## config.mk

```make
export PLATFORM = sky130hd
export DESIGN_NAME = serial_subtractor
export DESIGN_NICKNAME = d
export VERILOG_FILES = /design/src/rtl/serial_subtractor.sv
export SDC_FILE = /design/constraint.sdc
export NUM_CORES = 1
export LEC_CHECK = 0
export CAP_MARGIN = 40
export CORE_ASPECT_RATIO = 1.1
export CORE_UTILIZATION = 40
export DETAILED_ROUTE_END_ITERATION = 16
export HOLD_SLACK_MARGIN = 0.12
export SYNTH_ARGS = -nofsm -noshare
export SYNTH_HDL_FRONTEND = slang
export SYNTH_SLANG_ARGS = --single-unit
```

## constraint.sdc

```tcl
create_clock -name clk -period 4.7 [get_ports clk]
set_clock_uncertainty 0.2 [all_clocks]
set_input_delay 1.41 -clock clk [delete_from_list [all_inputs] [get_ports clk]]
set_output_delay 1.41 -clock clk [all_outputs]
set_load 0.01 [all_outputs]
```

## src/rtl/serial_subtractor.sv

```systemverilog
// serial_subtractor: bit-serial two's-complement a - b, LSB first, one full-adder cell reused WIDTH times.
// Ports: clk/reset (async, active-high); start with operands a/b; busy/done handshake;
//        registered difference with carryout (1 = no borrow), overflow (signed) and zero flags.
module serial_subtractor #(
  parameter int WIDTH = 8
) (
  input  logic             clk,
  input  logic             reset,
  input  logic             start,
  input  logic [WIDTH-1:0] a,
  input  logic [WIDTH-1:0] b,
  output logic             busy,
  output logic             done,
  output logic [WIDTH-1:0] difference,
  output logic             carryout,
  output logic             overflow,
  output logic             zero
);

  localparam int CW = $clog2(WIDTH);
  localparam logic [CW-1:0] LAST_BIT = CW'(WIDTH - 1);

  typedef enum logic [1:0] {
    S_IDLE,
    S_RUN,
    S_DONE
  } state_t;

  state_t           state;
  state_t           state_next;
  logic             load;
  logic             last;

  logic [WIDTH-1:0] a_sr;
  logic [WIDTH-1:0] b_sr;
  logic [WIDTH-1:0] res_sr;
  logic [CW-1:0]    cnt;
  logic             carry;
  logic             a_msb;
  logic             b_msb;

  logic             bit_a;
  logic             bit_nb;
  logic             sum_bit;
  logic             carry_next;
  logic [WIDTH-1:0] res_next;

  // Subtraction as a + ~b + 1: the +1 comes from the carry being preset on load.
  always_comb begin
    bit_a      = a_sr[0];
    bit_nb     = ~b_sr[0];
    sum_bit    = bit_a ^ bit_nb ^ carry;
    carry_next = (bit_a & bit_nb) | (bit_a & carry) | (bit_nb & carry);
    // Result fills from the top so after WIDTH shifts bit 0 sits in the LSB.
    res_next   = {sum_bit, res_sr[WIDTH-1:1]};
    last       = (cnt == LAST_BIT);
  end

  always_comb begin
    state_next = state;
    load       = 1'b0;
    case (state)
      S_IDLE: begin
        if (start) begin
          state_next = S_RUN;
          load       = 1'b1;
        end
      end
      S_RUN: begin
        if (last) begin
          state_next = S_DONE;
        end
      end
      S_DONE: begin
        // Back-to-back launch straight from DONE keeps a WIDTH+1 cycle period.
        if (start) begin
          state_next = S_RUN;
          load       = 1'b1;
        end else begin
          state_next = S_IDLE;
        end
      end
      default: begin
        state_next = S_IDLE;
      end
    endcase
  end

  always_ff @(posedge clk or posedge reset) begin
    if (reset) begin
      state <= S_IDLE;
    end else begin
      state <= state_next;
    end
  end

  always_ff @(posedge clk or posedge reset) begin
    if (reset) begin
      a_sr       <= '0;
      b_sr       <= '0;
      res_sr     <= '0;
      cnt        <= '0;
      carry      <= 1'b0;
      a_msb      <= 1'b0;
      b_msb      <= 1'b0;
      difference <= '0;
      carryout   <= 1'b0;
      overflow   <= 1'b0;
      zero       <= 1'b0;
    end else if (load) begin
      a_sr   <= a;
      b_sr   <= b;
      res_sr <= '0;
      cnt    <= '0;
      carry  <= 1'b1;
      a_msb  <= a[WIDTH-1];
      b_msb  <= b[WIDTH-1];
    end else if (state == S_RUN) begin
      a_sr   <= a_sr >> 1;
      b_sr   <= b_sr >> 1;
      res_sr <= res_next;
      carry  <= carry_next;
      cnt    <= cnt + CW'(1);
      if (last) begin
        difference <= res_next;
        carryout   <= carry_next;
        zero       <= (res_next == '0);
        // Signed overflow only possible when operand signs differ and the result sign leaves a's.
        overflow   <= (a_msb != b_msb) && (res_next[WIDTH-1] != a_msb);
      end
    end
  end

  // Decoded from the state register only, so still no input-to-output path.
  assign busy = (state == S_RUN);
  assign done = (state == S_DONE);

endmodule
```

==> flow_summary.toml <==
[outcome]
status = "completed"

[synthesis]
synth_compound_area_share_pct = 13.0
synth_area_per_cell_um2 = 11.8
ys_ff_latch = 42
synth_adder_area_share_pct = 2.56
async_flop_share_pct = 100
ys.flop_type = "dfrtp_1"
syn_inst = 149
yosys.area_share.simple_pct = 13.7
synth_xor_area_share_pct = 0
synth.mux.area_fraction_pct = 5.77
yosysSeqAreaShare_pct = 59.8
synth-edff-count = 0
synth_top_family_by_area = "simple AND/OR/NAND/NOR gates"
syn_area_mm2 = 0.00176
ys_warn_count = 0
syn_nets = 171
synth_cell_types = 26

[global_routing]
grt_pass1_vias = 1240
grt_usage_pct = 16.7
antenna_found_initial = 0
grt_max_degree = 28
grt-ovfl-total = 0
grt_first_pass_wirelength_um = 5770

[power_and_ir_drop]
p_clk_share_pct = 15.1
max-vdd-ir-drop_v = 0.000279
power.static_leakage_nw = 1.01
switchingPower_uw = 504
p_int_uw = 916
p_seq_share_pct = 44.4
p_per_area_mw_per_mm2 = 650
swShare_pct = 35.5
p_total_mw = 1.42
p_comb_share_pct = 40.5

[hold_path]
whs_path_depth = 2
whs_endpoint = "overflow"
hp-class = "reg -> reg"
min_from = "overflow"

[setup_path]
max_stage_delay_ns = 0.59
cp_slowest_cell = "clkdlybuf4s50_1"
rrSetupSlack_ns = 2.65
cp_max_fo = 27
worstReg2RegStart = "state[0]"
critPathBufInv = 2
cp.arrival_ns = 2.10
required_ns = 3.09
crit_family = "buffers and inverters"
critPathCaptureType = "output pin"
worstSetupStartpointType = "register"
cp_cell_sequence = "nand2b_1, inv_6, clkdlybuf4s50_1"
r2r-end = "res_sr[5]"
rr_worst_depth = 4
worst-setup-path-type = "reg -> out"

[clock_network]
cts_inserted_buffers = 5
cts-root-buf = "clkbuf_8"
postCtsSetupBuffers = 0
clock_sinks = 42
cts_htree_levels = 2
cts_resized = 0
clkTransAtPathRegs_ns = 0.08
cts_tree = "built"
cts_max_path_buffers = 2
postCtsHoldBufs = 0
clk_latency_ns = 0.29

[timing]
layout_min_cycle_time_ns = 3.71
slew_headroom_pct = 50.1
worst_slew_pin_slew_ns = 0.748
rsz0062_at_grt = "false"
hold_violations = 0
max_freq_mhz = 269
setup_viol = 0
drv_slew = 0
tns_ns = 0
finalCritPeriodShare_pct = 79.0

[cells_and_area]
instances_no_fill = 232
diodes = 0
final_area_mm2 = 0.00218
drive_gt1_share_pct = 9.44
syn_to_final_growth_pct = 24.2
fin_util_pct = 53.5
num-nets-final = 202

[floorplanning]
die_y_um = 71.5
row_count = 24
ios = 32
die_width_um = 65.2
initial_utilization_pct = 43.0
core_area_mm2 = 0.00408
dieArea_mm2 = 0.00466

[route]
first_pass_iters = 4
drt-wirelength-per-cell_um = 14.3
routed_via_density = 5.36
dr_total_vias = 1243
wirelength_um = 3330
route.detailed.drc = 0
first_iter_violations = 66
drt.antenna.violating_nets = 0

[placed_design]
globalplace.congestion = 0.722
dp_hpwl_um = 2360
placed_area_mm2 = 0.00210
dp_cells = 225
port_buffers = 31

[run]
max_cap_violations = 0
## synthesized netlist by cell type, drive strengths merged (2+ instances only)
cell    instances  share of area (%)
dfrtp          42                 60
nand2          25                5.3
nor2            2               0.57
nand2b          2               0.71
inv             4                1.1
nand3          14                4.0
a22oi          12                5.1
buf            10                4.1
nor2b           3                1.1
o21ai           4                1.1
mux2            9                5.8
ha              2                1.4
nor4            2               0.71
a22o           11                5.5
## metal layers
| metal | global-route usage, % | up-vias | share of wire, % |
|---|---|---|---|
| met2 | 29.3 | 26 | 53 |
| met4 | 6.52 | 0 | 1.8 |
| met1 | 18.9 | 623 | 42 |
| met5 | 0 | - | 0 |
| met3 | 4.94 | 6 | 3.6 |
| li1 | - | 588 | - |
## metrics by stage
stage          setup WS (ns)  hold WS [ns]
3_5_place_dp            1.28         0.282
6_report               0.987         0.288
2_1_floorplan           2.12         0.260
4_1_cts                0.956         0.297
5_1_grt                0.816         0.321
3_3_place_gp            1.31         0.260
## state kept, by name, indices dropped and copies added, names as in the netlist
name        flops
b_msb           1
a_sr            8
carry           1
res_sr          7
overflow        1
cnt             3
carryout        1
state           2
zero            1
b_sr            8
a_msb           1
difference      8
## kinds of logic after synthesis
family                     count (synthesis)
buffers and inverters                     14
AOI/OAI and AO/OA                         30
and+or+nand+nor                           51
adders and majority gates                  3
DFF                                       42
muxes                                      9
## area by class of cell
| type | count | area, um2 |
|---|---|---|
| clock buffer | 5 | 68.8 |
| fill | 374 | 1900 |
| multi-input combinational | 93 | 616 |
| inverter | 4 | 20.0 |
| timing repair buffer | 34 | 353 |
| sequential | 42 | 1050 |
| tap | 52 | 65.1 |
| clock inverter | 2 | 10.0 |
## power groups by stage
| stage | Combinational [mW] | Clock (mW) | Sequential, mW |
|---|---|---|---|
| finish | 0.575 | 0.215 | 0.631 |
| global route | 0.639 | 0.241 | 0.659 |
| floorplan | 0.406 | 0 | 0.633 |
| global placement | 0.560 | 0 | 0.630 |
| detailed placement | 0.583 | 0 | 0.640 |
| CTS | 0.585 | 0.221 | 0.633 |
## cell usage in the layout (no fill, tap or decap), types with 3 or more instances in the layout
master / count
a22o_1: 11
a22oi_1: 12
clkbuf_8: 5
clkdlybuf4s50_1: 31
dfrtp_1: 42
inv_1: 3
mux2_1: 5
mux2_2: 4
nand2_1: 25
nand3_1: 14
nor2b_1: 3
o21ai_0: 4
## tightest hold or removal path, delay by kind of cell, from the launching register on
family | cells | cell delay (ns)
flops | 1 | 0.35
compound gates | 1 | 0.06
simple gates | 1 | 0.05
## worst max-delay path by stage
stage | from | to | slack (ns) | cells past startpoint
after floorplan | reset | a_msb | 2.12 | 1
after global placement | state[1] | busy | 1.31 | 3
after detailed placement | state[1] | busy | 1.28 | 3
after CTS | state[1] | busy | 0.96 | 3
after global routing | state[1] | busy | 0.82 | 3
final | state[1] | busy | 0.99 | 3
Note: power is estimated with default switching activity, not from simulation.
